## config.mk

```make
export PLATFORM = sky130hd
export DESIGN_NAME = or1200_vlx_store_sched
export DESIGN_NICKNAME = d
export VERILOG_FILES = /design/src/rtl/or1200_vlx_pkg.sv /design/src/rtl/or1200_vlx_byte_fifo.sv /design/src/rtl/or1200_vlx_store_sched.sv
export SDC_FILE = /design/constraint.sdc
export NUM_CORES = 1
export LEC_CHECK = 0
export CORE_UTILIZATION = 43
export CTS_CLUSTER_SIZE = 25
export DETAILED_ROUTE_END_ITERATION = 6
export MAX_ROUTING_LAYER = met4
export PLACE_DENSITY = 0.82
export SLEW_MARGIN = 10
export SYNTH_ARGS = -nofsm -noshare
export SYNTH_HDL_FRONTEND = slang
export SYNTH_HIERARCHICAL = 1
export SYNTH_SLANG_ARGS = --single-unit
export TNS_END_PERCENT = 50
```

## constraint.sdc

```tcl
create_clock -name clk_i -period 2.2 [get_ports clk_i]
set_input_delay 0.22 -clock clk_i [delete_from_list [all_inputs] [get_ports clk_i]]
set_output_delay 0.22 -clock clk_i [all_outputs]
set_load 0.005 [all_outputs]
```

## src/rtl/or1200_vlx_pkg.sv

```systemverilog
// Shared types and helpers for the VLX byte store scheduler.
// States, JPEG stuffing constants and big-endian lane select.
package or1200_vlx_pkg;

    typedef enum logic [1:0] {
        IDLE,
        WRITE,
        STUFF
    } vlx_st_e;

    localparam logic [7:0] VLX_STUFF_BYTE = 8'hFF;
    localparam logic [7:0] VLX_PAD_BYTE   = 8'h00;

    // Big-endian lanes: byte 0 of a word sits on bits [31:24].
    function automatic logic [3:0] be_sel(input logic [1:0] a);
        return 4'b1000 >> a;
    endfunction

endpackage

```

## src/rtl/or1200_vlx_byte_fifo.sv

```systemverilog
// Small byte FIFO between the VLX packer and the store sequencer.
// Head is presented combinationally; depth must be a power of two.
module or1200_vlx_byte_fifo #(
    parameter int DEPTH = 4
) (
    input  logic                       clk_i,
    input  logic                       rst_i,
    input  logic                       push,
    input  logic [7:0]                 wdata,
    input  logic                       pop,
    output logic [7:0]                 rdata,
    output logic [$clog2(DEPTH):0]     count,
    output logic                       full,
    output logic                       empty
);

    localparam int AW = $clog2(DEPTH);
    localparam int CW = AW + 1;

    logic [7:0]    mem [DEPTH];
    logic [AW-1:0] wr_ptr;
    logic [AW-1:0] rd_ptr;

    assign rdata = mem[rd_ptr];
    assign full  = (count == CW'(DEPTH));
    assign empty = (count == '0);

    always_ff @(posedge clk_i) begin
        if (push) begin
            mem[wr_ptr] <= wdata;
        end
    end

    always_ff @(posedge clk_i) begin
        if (rst_i) begin
            wr_ptr <= '0;
            rd_ptr <= '0;
            count  <= '0;
        end else begin
            if (push) begin
                wr_ptr <= wr_ptr + AW'(1);
            end
            if (pop) begin
                rd_ptr <= rd_ptr + AW'(1);
            end
            unique case ({push, pop})
                2'b10:   count <= count + CW'(1);
                2'b01:   count <= count - CW'(1);
                default: count <= count;
            endcase
        end
    end

endmodule

```

## src/rtl/or1200_vlx_store_sched.sv

```systemverilog
// Drains packed VLX bytes to the dmem store port, one byte per transfer,
// inserting a 0x00 after every 0xFF and handling flush and CPU stall.
module or1200_vlx_store_sched
    import or1200_vlx_pkg::*;
#(
    parameter int          FIFO_DEPTH = 4,
    parameter logic [31:0] RESET_ADDR = 32'h0
) (
    input  logic        clk_i,
    input  logic        rst_i,
    input  logic        byte_valid_i,
    input  logic [7:0]  byte_i,
    output logic        byte_ready_o,
    input  logic        flush_i,
    output logic        flush_done_o,
    input  logic        init_addr_we_i,
    input  logic [31:0] init_addr_i,
    output logic [31:0] addr_o,
    output logic        store_req_o,
    output logic [31:0] store_addr_o,
    output logic [31:0] store_dat_o,
    output logic [3:0]  store_sel_o,
    input  logic        store_ack_i,
    output logic        stall_cpu_o,
    output logic        busy_o
);

    localparam int CW = $clog2(FIFO_DEPTH) + 1;

    logic [CW-1:0] count;
    logic          full;
    logic          empty;
    logic [7:0]    head;
    logic          push;
    logic          pop;

    vlx_st_e       state;
    logic [7:0]    cur_byte;
    logic [7:0]    dat_q;
    logic [31:0]   addr;
    logic          req_q;
    logic          flush_pend;

    assign push = byte_valid_i & ~full;
    assign pop  = (state == IDLE) & ~empty;

    or1200_vlx_byte_fifo #(
        .DEPTH (FIFO_DEPTH)
    ) u_fifo (
        .clk_i (clk_i),
        .rst_i (rst_i),
        .push  (push),
        .wdata (byte_i),
        .pop   (pop),
        .rdata (head),
        .count (count),
        .full  (full),
        .empty (empty)
    );

    assign byte_ready_o = ~full;
    assign busy_o       = (state != IDLE) | ~empty;
    assign flush_done_o = flush_pend & empty & (state == IDLE) & ~push;
    assign stall_cpu_o  = flush_pend | (count >= CW'(FIFO_DEPTH - 1));
    assign addr_o       = addr;
    assign store_req_o  = req_q;
    assign store_addr_o = addr;
    assign store_dat_o  = {4{dat_q}};
    assign store_sel_o  = be_sel(addr[1:0]);

    always_ff @(posedge clk_i) begin
        if (rst_i) begin
            state      <= IDLE;
            cur_byte   <= '0;
            dat_q      <= '0;
            addr       <= RESET_ADDR;
            req_q      <= 1'b0;
            flush_pend <= 1'b0;
        end else begin
            if (flush_done_o) begin
                flush_pend <= 1'b0;
            end else if (flush_i) begin
                flush_pend <= 1'b1;
            end
            unique case (state)
                IDLE: begin
                    if (init_addr_we_i && !busy_o) begin
                        addr <= init_addr_i;
                    end
                    if (pop) begin
                        cur_byte <= head;
                        dat_q    <= head;
                        req_q    <= 1'b1;
                        state    <= WRITE;
                    end
                end
                WRITE: begin
                    if (store_ack_i) begin
                        addr  <= addr + 32'd1;
                        req_q <= 1'b0;
                        if (cur_byte == VLX_STUFF_BYTE) begin
                            dat_q <= VLX_PAD_BYTE;
                            state <= STUFF;
                        end else begin
                            state <= IDLE;
                        end
                    end
                end
                STUFF: begin
                    // Request reopens one cycle after the 0xFF ack.
                    if (!req_q) begin
                        req_q <= 1'b1;
                    end else if (store_ack_i) begin
                        addr  <= addr + 32'd1;
                        req_q <= 1'b0;
                        state <= IDLE;
                    end
                end
                default: begin
                    req_q <= 1'b0;
                    state <= IDLE;
                end
            endcase
        end
    end

endmodule

```

---- After elaboration in Yosys (flattened, before gate mapping) ----
Memories as Yosys holds them, arrays and structs flattened. A register that Yosys moved wholly into a read port is not among the register bits.
Cells that the tools add are included.
word-level totals
  register bits ........................... 59
  bits in writable memories ............... 32
  input port bits ......................... 46
  word-level logic and storage cells ...... 77
  memories kept ........................... 1
cells by class
  $add $sub $neg .......................... 5
  order comparisons ....................... 1
  equal/unequal tests ..................... 12
  shift operators ......................... 1
  multiplexer cells ....................... 24
  bitwise logic cells ..................... 10
  reduce and logical (&&, ||, !) cells .... 14
memory list
  name        words  width  read ports  clocked after memory_dff  wr ports  RTL line                    RTL
  u_fifo.mem  4      8      1           1                         1         or1200_vlx_byte_fifo.sv:20  logic [7:0] mem [DEPTH];
operators with widths
  cell                   number
  $mux 32                3
  $pmux 32 s3            1
  $add 32x1->32 const B  1
  $mux 8                 3
  $pmux 8 s2             1
  $mux 2                 7
  $eq 8x8->1 const B     1
  $ne 2x2->1 const B     4
  $reduce_and 4->1       2
  $mux 1                 6
  $pmux 2 s3             1
  $pmux 3 s2             1
  $reduce_bool 2->1      3
  $and 1x1->1            5
  $add 2x1->2 const B    2
  $eq 2x1->1 const B     2
  $eq 2x2->1 const B     2
  $ne 2x1->1 const B     2
  $reduce_and 2->1       2
  $shr 4x2->4 const A    1
  $add 3x1->3 const B    1
  $eq 3x3->1 const B     1
  $ge 3x2->1 const B     1
  $logic_not 3->1        1
  other kinds (10)       13

---- Longest topological paths before layout ----
Gate-level depths: netlist of the first run.
  word-level depth ........................ 7
  mapped depth ............................ 11
  gate-level depth less buffers ........... 10

---- By module ----
Netlist of the first run, hierarchy kept.
modules (own cells, without submodules)
  module                  times used  cells each  area an instance (µm²)  seq. area each (µm²)
  or1200_vlx_store_sched  1           464         3513.4                  1041.0
  or1200_vlx_byte_fifo    1           89          1591.5                  1141.1

---- Worst setup path before layout of the first run ----
OpenSTA, ideal clock, no wires.
  path kind ............................... flip-flop to flip-flop
  start point ............................. reg state[0]
  end point ............................... reg u_fifo.count[2]
  data arrival time ....................... 2221 ps
  required time ........................... 2130 ps
  slack ................................... -91 ps
  stages on the path, launching flop included .. 12
  cells stage by stage .................... dfxtp_1 > inv_1 > ha_1 > nand2b_1 > clkbuf_1 > clkinv_1 > ha_1 > inv_1 > fa_1 > xor2_1 > or3_1 > a21oi_1
on the way
  word-level cells in the longest chain between the ends .. 4
  elaborated cells between the ends (all ways) .. 6
  classes of those cells .................. 2 x eq/ne; 1 x mux; 1 x bitwise; 2 x reduce/logical
ends and longest elaborated chain
  what                                             RTL line                       RTL
  start: declaration                               or1200_vlx_store_sched.sv:37   vlx_st_e state;
  start signal: assignment                         or1200_vlx_store_sched.sv:73   state <= IDLE;
  start signal: assignment                         or1200_vlx_store_sched.sv:94   state <= WRITE;
  start signal: assignment                         or1200_vlx_store_sched.sv:103  state <= STUFF;
  $logic_not 2->1 (*)                              or1200_vlx_store_sched.sv:45   assign pop = (state == IDLE) & ~empty;
  $and 1x1->1 (*)                                  or1200_vlx_store_sched.sv:45
  named net pop                                    or1200_vlx_store_sched.sv:35   logic pop;
  $eq 2x1->1 or $eq 2x2->1 (tied branches)         or1200_vlx_byte_fifo.sv:46     unique case ({push, pop})
  $pmux 3 s2 or $reduce_bool 2->1 (tied branches)  n/a
  end signal: assignment                           or1200_vlx_byte_fifo.sv:47     2'b10: count <= count + CW'(1);
  end signal: assignment                           or1200_vlx_byte_fifo.sv:48     2'b01: count <= count - CW'(1);
  end signal: assignment                           or1200_vlx_byte_fifo.sv:49     default: count <= count;
  end: declaration                                 or1200_vlx_byte_fifo.sv:12     output logic [$clog2(DEPTH):0] count,
Mark *: on every way through the listed nets, which the timed path passes. The rest lies on a longest branch.
A chain may end at the register's enable or synchronous reset.

---- Worst setup path after layout of the first run ----
  start point ............................. reg u_fifo.count[0]
  end point ............................... reg u_fifo.count[2]
on the way
  word-level cells in the longest chain between the ends .. 5
  elaborated cells between the ends (all ways) .. 12
  classes of those cells .................. 2 x add/sub; 3 x eq/ne; 1 x mux; 4 x bitwise; 2 x reduce/logical
ends and longest elaborated chain
  what                                             RTL line                      RTL
  $eq 3x3->1 (*)                                   or1200_vlx_byte_fifo.sv:25    assign full = (count == CW'(DEPTH));
  named net full                                   or1200_vlx_store_sched.sv:31  logic full;
  $not 1->1 (*)                                    or1200_vlx_store_sched.sv:44  assign push = byte_valid_i & ~full;
  $and 1x1->1 (*)                                  or1200_vlx_store_sched.sv:44
  named net push                                   or1200_vlx_store_sched.sv:34  logic push;
  $eq 2x1->1 or $eq 2x2->1 (tied branches)         or1200_vlx_byte_fifo.sv:46
  $pmux 3 s2 or $reduce_bool 2->1 (tied branches)  n/a
Marks and branches as above.

==> results of run 1 <==
worst max-delay path: cells and delay by family, from the launching register on:
kind | cells | cell delay (ps)
buffers and inverters | 4 | 350
AND/OR/NAND/NOR | 3 | 580
adder cells (fa/ha/maj) | 2 | 530
flip-flops | 1 | 320
AO/OA/AOI/OAI | 1 | 170
XOR/XNOR | 1 | 160
cell usage in the layout, fill, tap and decap left out, drive strengths merged, types with 4 or more instances in the layout:
cell	Yosys	final
a21oi	52	52
a22oi	6	6
nor4	9	9
nor3	11	11
and3	11	11
or3	9	9
and2	8	8
nand2	55	55
a211oi	5	5
o21ai	17	17
nor2b	6	6
nand4	14	14
edfxtp	32	32
mux2	5	5
or3b	8	8
nor2	32	32
mux2i	4	4
clkbuf	26	11
buf	61	43
nand3	18	18
inv	24	26
clkdlybuf4s50	0	148
mux4	8	8
ha	14	14
o22ai	4	4
o32ai	7	7
dfxtp	61	61
a31oi	5	5
stage by stage:
stage | TNS, ps | cell area, sq um | hold slack [ps] | power, W | utilization [%]
after floorplan | -39.6 | 5110 | 319 | 0.00515 | -
after global placement | -37.5 | 6550 | 444 | 0.00690 | 56.9
after detailed placement | -196 | 6550 | 449 | 0.00707 | 56.9
after CTS | -18.2 | 6930 | 293 | 0.00881 | 60.1
after global routing | -79.2 | 6960 | 322 | 0.00935 | 60.5
final | 0 | 6960 | 302 | 0.00884 | 60.5
logic make-up after synthesis:
kind of cell | after synthesis | share of synthesized area [%]
compound gates | 116 | 14.0
xor+xnor | 5 | 0.858
fa+ha+maj | 15 | 3.82
buf+inv | 112 | 12.7
flops | 93 | 42.7
mux | 17 | 5.42
simple gates | 195 | 20.4
layer usage:
layer,routed length (microns),track usage (%),vias to the layer above
li1,-,-,2171
met1,5340,26.0,2166
met2,7060,40.0,183
met3,797,5.03,26
met4,332,7.76,0
met5,0,-,-
final timing paths:
check	slack, ps	startpoint	cells after the start	end
worst min-delay path	300	rst_i	2	addr_o[8]
worst max-delay path	30	u_fifo/count[0]	11	u_fifo/count[2]
worst max register to register	30	u_fifo/count[0]	11	u_fifo/count[2]
worst min register to register	460	cur_byte[0]	2	cur_byte[0]
what timing repair did:
item | in CTS | in global routing
gates resized for setup | 12 | 11
setup buffers | 3 | 0
endpoints found under the setup margin | 9 | 11
gates cloned | 0 | 0
pin swaps | 4 | 3
state kept, by name (all words and copies together) (netlist names), named ones only:
signal and count:
addr_o 32, cur_byte 8, dat_q 8, flush_pend 1, state 2, store_req_o 1, u_fifo/count 3, u_fifo/mem 32
u_fifo/rd_ptr 2, u_fifo/wr_ptr 2
layout make-up:
| cell class | instances | area (sq um) |
|---|---|---|
| inverters | 25 | 95.1 |
| clock buffers | 11 | 254 |
| flip-flops and latches | 93 | 2180 |
| fillers | 969 | 4550 |
| multi-input cells | 348 | 2350 |
| well taps | 143 | 179 |
| repair buffers | 192 | 1840 |
| clock inverters | 5 | 65.1 |
power by group through the flow:
stage	registers, W	clock network (W)	logic, W
finish	0.00279	0.00165	0.00440
global placement	0.00278	0	0.00412
global route	0.00287	0.00173	0.00475
floorplan	0.00275	0	0.00240
CTS	0.00278	0.00167	0.00436
detailed placement	0.00281	0	0.00426
==> metrics.txt, run 1 <==
cell repeated most along the worst path=inv_1; largest net degree at the start of global routing=40; final WL=13.5 mm; drt pass-1 iters=7; setup violators final=0; Sink Count=93; vias=4,546; Main synth FF type=dfxtp_1; wire per inst=16.6 microns; Initial Util=44.3%; CTS Buf Count=9; Clock Skews=9.27 ps; final worst path period share=98.7%; fin worst setup slack=27.6 ps; CORE AREA=0.0115 sq mm; critical-path maximum fanout=3; first-pass GRT wire length=22.2 mm; pwr dens=1270 mW/mm^2; Ant. Diodes=0; Layout area overhead=36.4%; hpwl dp=9.81 mm; Flop pwr share=31.6%; final hold viol count=0; dpl cells=799; Syn Std Cell Area=0.00510 sq mm; die height=111 microns; CTS max path bufs=2; Setup CP Type=flop to flop; leakage dissipation=2.46 nW; Tmin final=2170 ps; most frequent cells after synthesis=dfxtp_1 (61), buf_4 (56), nand2_1 (55); layout cells sized above 1=13.9%; status=finished, violations left; Net Sw Frac=35.8%; GPL Wtd Cong=0.900; pins over their slew limit=0; Remaining DRCs=34; Yosys top cell by area=dfxtp_1; failing checks=DRC; CTS tree=done; RSZ-0062 raised after global routing=true; Net Sw Power=0.00316 W; total global routing overflow=0; Final #Nets=730; synth unique cells=63; Comb pwr share=49.8%; Routed Antenna Nets=0; number of synthesized flops with an enable pin=32; Required @ worst endpoint=2470 ps; fin cells=817; yosys warns=6; Row Count=39; max-cap violation count=0; Post-synth ARST share=0%; vias per inst=5.56; Initial DRC Count=348; most common cell in the netlist=dfxtp_1; slowest stage delay, CP=350 ps; measured slew at the worst slew-check pin=644 ps; cell count after synthesis=553; die area=0.0123 sq mm; headroom to the max-slew limit=56.7%; worst vdd ir=0.000615 V; later-pin clock latency in the skew report=340 ps; CP Cell Sequence=buf_4, inv_2, and3_4, nor2b_1, inv_1, ha_2, inv_1, fa_2, xor2_1, or3_1, a21oi_2; Worst setup SP type=flop; Critical-path top delay cell=or3_1; initial antenna violation count=0; FMAX=0.460 GHz; # hold bufs at CTS=0; clk slew on worst S/H paths=70 ps; Worst setup EP type=flop; Crit path arrival time=2440 ps; Mean Syn Cell Area=9.23 sq um; clk root buf=clkbuf_16; internal cell power=0.00567 W; I/O pins=151; dpl ws=-58.7 ps; die width=111 microns; top cell type's share of synthesized area=23.9%; share of power burned in the clock network=18.7%; vias in the first global route=4,503; net count of the mapped netlist=614; register area share after synthesis=42.7%; # port buffers=150; Seq cells post-synth=93; Worst Hold Class=primary input to flop; H-tree levels=3; GRT Total Usage=22.9%; ranking of synthesized cells by area=dfxtp_1 (24%), edfxtp_1 (19%), buf_4 (8.2%)
No activity file was read; power rests on OpenSTA's default activity.
==> run 2: changes to the inputs <==
--- a/config.mk
+++ b/config.mk
@@ -10,2 +10,3 @@
 export DETAILED_ROUTE_END_ITERATION = 6
+export GPL_TIMING_DRIVEN = 0
 export MAX_ROUTING_LAYER = met4
--- a/constraint.sdc
+++ b/constraint.sdc
@@ -3,2 +3,2 @@
 set_output_delay 0.22 -clock clk_i [all_outputs]
-set_load 0.005 [all_outputs]
+set_load 0.02 [all_outputs]
==> metrics.txt, run 2 (synthesis results as in run 1) <==
status=finished, violations left; failing checks=DRC, setup timing; pwr dens=1410 mW/mm^2 (+11%); fin cells=866 (+6.0%); Final #Nets=779 (+6.7%); final hold viol count=0 (unchanged); critical-path maximum fanout=5 (+2); Critical-path top delay cell=or4_4; worst hold margin=229 ps (-73.4 ps); Clock Skews=7.24 ps (-2.03 ps); fin worst setup slack=-27.2 ps (-54.8 ps); total power=0.0102 W (+16%); vias=4,843 (+6.5%); placed instance area=0.00678 sq mm (+3.6%); largest net degree at the start of global routing=19 (-53%); die height=111 microns (unchanged); internal cell power=0.00590 W (+3.9%); utilization after layout=63.2% (+2.7 points); first-pass GRT wire length=24.1 mm (+8.3%); hpwl dp=11.4 mm (+16%); Metal-1 WL=6.16 mm (+15%); vias in the first global route=4,739 (+5.2%); Worst setup EP type=flop; CP Cell Sequence=buf_4, ha_2, nor2b_4, or4_4, or3_1, or3_1, a31oi_1; max-cap violation count=0 (unchanged); headroom to the max-slew limit=57.5% (+0.77 points); met3 WL=1.05 mm (+31%); initial antenna violation count=0 (unchanged); vias per inst=5.59 (+0.51%); Tmin final=2230 ps (+54.8 ps); worst vdd ir=0.000786 V (+28%); die area=0.0123 sq mm (unchanged); Row Count=39 (unchanged); final WL=15.7 mm (+16%); GRT Total Usage=25.8% (+2.9 points); CTS Buf Count=9 (unchanged); setup violators final=1 (+1); CTS tree=done; slowest stage delay, CP=530 ps (+180 ps); Initial Util=44.3% (unchanged); pins over their slew limit=0 (unchanged); commonest non-fill, non-tap cell in the layout=clkdlybuf4s50_1; H-tree levels=3 (unchanged); # port buffers=149 (-0.67%); Net Sw Frac=42.3% (+6.5 points); Worst setup SP type=flop; Crit path arrival time=2500 ps (+60 ps); CTS max path bufs=2 (unchanged); share of power burned in the clock network=16.1% (-2.6 points); total global routing overflow=0 (unchanged); GPL Wtd Cong=0.937 (+4.1%); die width=111 microns (unchanged); Flop pwr share=28.4% (-3.2 points); CORE AREA=0.0115 sq mm (unchanged); leakage dissipation=2.71 nW (+9.9%); Net Sw Power=0.00433 W (+37%); wire per inst=18.1 microns (+9.4%); I/O pins=151 (unchanged); drt pass-1 iters=7 (unchanged); Setup CP Type=flop to flop; clk slew on worst S/H paths=70 ps (about the same); cell repeated most along the worst path=or3_1; Comb pwr share=55.4% (+5.6 points); FMAX=0.449 GHz (-2.5%); routed wl met2=8.16 mm (+16%); later-pin clock latency in the skew report=350 ps (about the same); Worst Hold Class=primary input to flop; dpl cells=845 (+5.8%); final worst path period share=101% (+2.5 points); Remaining DRCs=33 (-2.9%); Routed Antenna Nets=0 (unchanged); Highest Signal Layer=met4; Sink Count=93 (unchanged); Ant. Diodes=0 (unchanged); layout cells sized above 1=19.5% (+5.6 points); Initial DRC Count=378 (+8.6%); clk root buf=clkbuf_16; Layout area overhead=42.5%; RSZ-0062 raised after global routing=true; leading cell types in the layout, fill and taps excluded=clkdlybuf4s50_1 (148), buf_4 (62), nand2_1 (55); measured slew at the worst slew-check pin=632 ps (-11.5 ps); Required @ worst endpoint=2480 ps (about the same); Design Area, Final=0.00728 sq mm (+4.5%)
-- run 2: cell count changes in the layout (fill, tap and decap cells not counted), moves of 3 or more --
| cell | delta |
|---|---|
| buf_6 | -3 |
| buf_4 | +25 |
| clkbuf_2 | +14 |
| inv_8 | +3 |
| ha_2 | +3 |
| dfxtp_2 | +5 |
| dfxtp_1 | -5 |
| clkbuf_1 | +10 |
-- run 2: power groups by stage --
stage / registers [W] / logic, W / clock network [W]
after floorplan: 0.00308 / 0.00295 / 0
after global placement: 0.00288 / 0.00528 / 0
after detailed placement: 0.00291 / 0.00541 / 0
after CTS: 0.00288 / 0.00554 / 0.00167
after global routing: 0.00297 / 0.00602 / 0.00173
final: 0.00291 / 0.00567 / 0.00165
-- run 2: repair_timing --
item | in CTS | in global routing
endpoints found under the hold margin | 0 | 0
cloned | 0 | 1
setup buffers | 2 | 4
pin swaps | 3 | 4
endpoints found under the setup margin | 36 | 31
hold buffers | 0 | 0
gates resized for setup | 26 | 26
-- run 2: area by class of cell --
cell class,count,area (sq um)
Clock buffer,9,225
Clock inverter,7,88.8
Sequential cell,93,2190
Inverter,25,98.8
Fill cell,937,4240
Tap cell,143,179
Multi-Input combinational cell,349,2400
Buffer,85,558
Timing Repair Buffer,155,1540
-- run 2: worst max-delay path: cells and delay by family, from the launching register on --
| kind | cells | cell delay (ps) |
|---|---|---|
| buf+inv | 1 | 140 |
| flops | 1 | 330 |
| compound gates | 1 | 190 |
| simple gates | 4 | 1320 |
| fa+ha+maj | 1 | 170 |
-- run 2: through the flow --
step	TNS, ps	setup slack, ps
2_1_floorplan	-39.6	-39.6
3_3_place_gp	-11680	-636
3_5_place_dp	-14650	-731
4_1_cts	-135	-61.6
5_1_grt	-205	-103
6_report	-27.2	-27.2
-- run 2: path summary, 6_finish.rpt --
check | from | to | slack (ps) | cells past startpoint
worst min register to register | cur_byte[5] | cur_byte[5] | 460 | 2
worst max register to register | state[1] | addr_o[31] | -30 | 7
worst max-delay path | state[1] | addr_o[31] | -30 | 7
worst min-delay path | rst_i | u_fifo/count[0] | 230 | 2
-- run 2: layer usage --
layer  global-route usage, %  vias up
met5                       -        -
met4                    11.2        0
met1                    29.2     2312
met2                    44.9      213
met3                    4.43       35
li1                        -     2283
==> run 3: changes to the inputs <==
CORE_ASPECT_RATIO = 0.75   (was unset)
CORE_UTILIZATION = 35   (was 43)
PLACE_DENSITY = 0.7   (was 0.82)
==> metrics.txt, run 3 (synthesis results as in run 1) <==
Required @ worst endpoint=2480 ps (about the same); pwr dens=1380 mW/mm^2 (-1.8%); Initial DRC Count=398 (+5.3%); fin cells=914 (+5.5%); setup violators final=0 (-1); layout cells sized above 1=19.5% (-0.031 points); Clock Skews=10.7 ps (+3.45 ps); vias per inst=5.23 (-6.4%); worst vdd ir=0.000686 V (-13%); final WL=16.0 mm (+2.2%); Tmin final=2160 ps (-64.6 ps); Comb pwr share=55.6% (+0.2 points); commonest non-fill, non-tap cell in the layout=clkdlybuf4s50_1; max-cap violation count=0 (unchanged); Net Sw Power=0.00433 W (about the same); FMAX=0.462 GHz (+3.0%); die area=0.0151 sq mm (+22%); worst hold margin=192 ps (-36.4 ps); Fillers=1,263 (+35%); Sink Count=93 (unchanged); Row Count=37 (-5.1%); GRT Total Usage=22.0% (-3.8 points); GPL Wtd Cong=0.921 (-1.7%); CTS tree=done; # hold bufs at CTS=0 (unchanged); I/O pins=151 (unchanged); Final #Nets=775 (-0.51%); leakage dissipation=2.68 nW (-1.1%); final hold viol count=0 (unchanged); CTS Buf Count=9 (unchanged); largest net degree at the start of global routing=20 (+1); die width=141 microns (+27%); CORE AREA=0.0140 sq mm (+21%); final worst path period share=98.3% (-2.9 points); Layout area overhead=43.3%; wire per inst=17.5 microns (-3.2%); Crit path arrival time=2440 ps (-60 ps); measured slew at the worst slew-check pin=740 ps (+108 ps); clk root buf=clkbuf_16; vias=4,783 (-1.2%); H-tree levels=3 (unchanged); hpwl dp=11.9 mm (+5.1%); share of power burned in the clock network=15.5% (-0.6 points); Ant. Diodes=0 (unchanged); Initial Util=36.5% (-7.8 points); total global routing overflow=0 (unchanged); Worst Hold Class=primary input to flop; Flop pwr share=28.9% (+0.5 points); later-pin clock latency in the skew report=350 ps (about the same); first-pass GRT wire length=24.8 mm (+2.8%); Routed Antenna Nets=0 (unchanged); # port buffers=149 (unchanged); die height=107 microns (-3.9%); headroom to the max-slew limit=50.7% (-6.8 points); status=completed; dpl cells=897 (+6.2%); pins over their slew limit=0 (unchanged); critical-path maximum fanout=9 (+4); Worst setup EP type=flop; vias in the first global route=4,475 (-5.6%); CTS max path bufs=2 (unchanged); Worst setup SP type=flop; placed instance area=0.00685 sq mm (+0.96%); leading cell types in the layout, fill and taps excluded=clkdlybuf4s50_1 (148), buf_4 (61), nand2_1 (55); Remaining DRCs=0 (-100%); Setup CP Type=flop to flop; Net Sw Frac=42.9% (+0.53 points); Design Area, Final=0.00732 sq mm (+0.55%); internal cell power=0.00577 W (-2.2%); RSZ-0062 raised after global routing=true; drt pass-1 iters=5 (-2); initial antenna violation count=0 (unchanged); clk slew on worst S/H paths=80 ps (about the same)
## run 3: cell types whose count changed in the layout (fill, tap and decap cells not counted), sizes merged
cell	change
clkbuf	-4
buf	+1
clkinv	+1
bufinv	-1
clkinvlp	+1
inv	-1
or4	-1
## run 3: worst max-delay path: stages, from the launching register on
cell and delay (ps):
dfxtp_4 380, inv_4 50, ha_4 170, a21boi_2 170, or4_4 560, or3_1 320, or3_1 310, a31oi_1 130
## run 3: final timing paths
path | depth (start not counted) | start | slack, ps | endpoint
min | 2 | rst_i | 190 | u_fifo/wr_ptr[0]
max | 7 | state[1] | 40 | addr_o[31]
max reg2reg | 7 | state[1] | 40 | addr_o[31]
min reg2reg | 2 | cur_byte[7] | 460 | cur_byte[7]
## run 3: stage by stage
stage | setup TNS [ps] | setup slack (ps) | utilization, % | power (W)
final | 0 | 37.4 | 52.3 | 0.0101
after floorplan | -39.6 | -39.6 | - | 0.00603
after detailed placement | -15490 | -799 | 49.0 | 0.00834
after CTS | -16.1 | -16.1 | 51.8 | 0.0100
after global placement | -12940 | -712 | 49.0 | 0.00823
after global routing | -231 | -98.5 | 52.3 | 0.0107
## run 3: final cells by class
| type | instances | area, sq um | share of cell area [%] |
|---|---|---|---|
| clock inverter | 7 | 78.8 | 1.08 |
| inverter | 25 | 101 | 1.39 |
| clock buffer | 9 | 225 | 3.08 |
| buffer | 84 | 559 | 7.64 |
| tap | 195 | 244 | 3.33 |
| multi-input combinational | 348 | 2390 | 32.7 |
| sequential | 93 | 2190 | 30.0 |
| timing repair buffer | 153 | 1520 | 20.8 |
## run 3: routing by layer
metal,routed length (microns),global-route usage (%),up-vias
met3,1350,5.72,14
met5,0,-,-
met2,7290,32.7,217
met1,7260,29.8,2285
met4,140,5.61,0
li1,-,-,2267
## run 3: power groups by stage
stage	clock [W]	combinational [W]	sequential, W
global route	0.00167	0.00600	0.00300
finish	0.00157	0.00561	0.00292
CTS	0.00159	0.00553	0.00290
global placement	0	0.00534	0.00289
floorplan	0	0.00295	0.00308
detailed placement	0	0.00541	0.00294
## run 3: what timing repair did
action / in CTS / in global routing
cloned: 0 / 0
resized for setup: 30 / 31
endpoints found under the setup margin: 35 / 33
buffers inserted: 2 / 2
pin swaps: 2 / 4
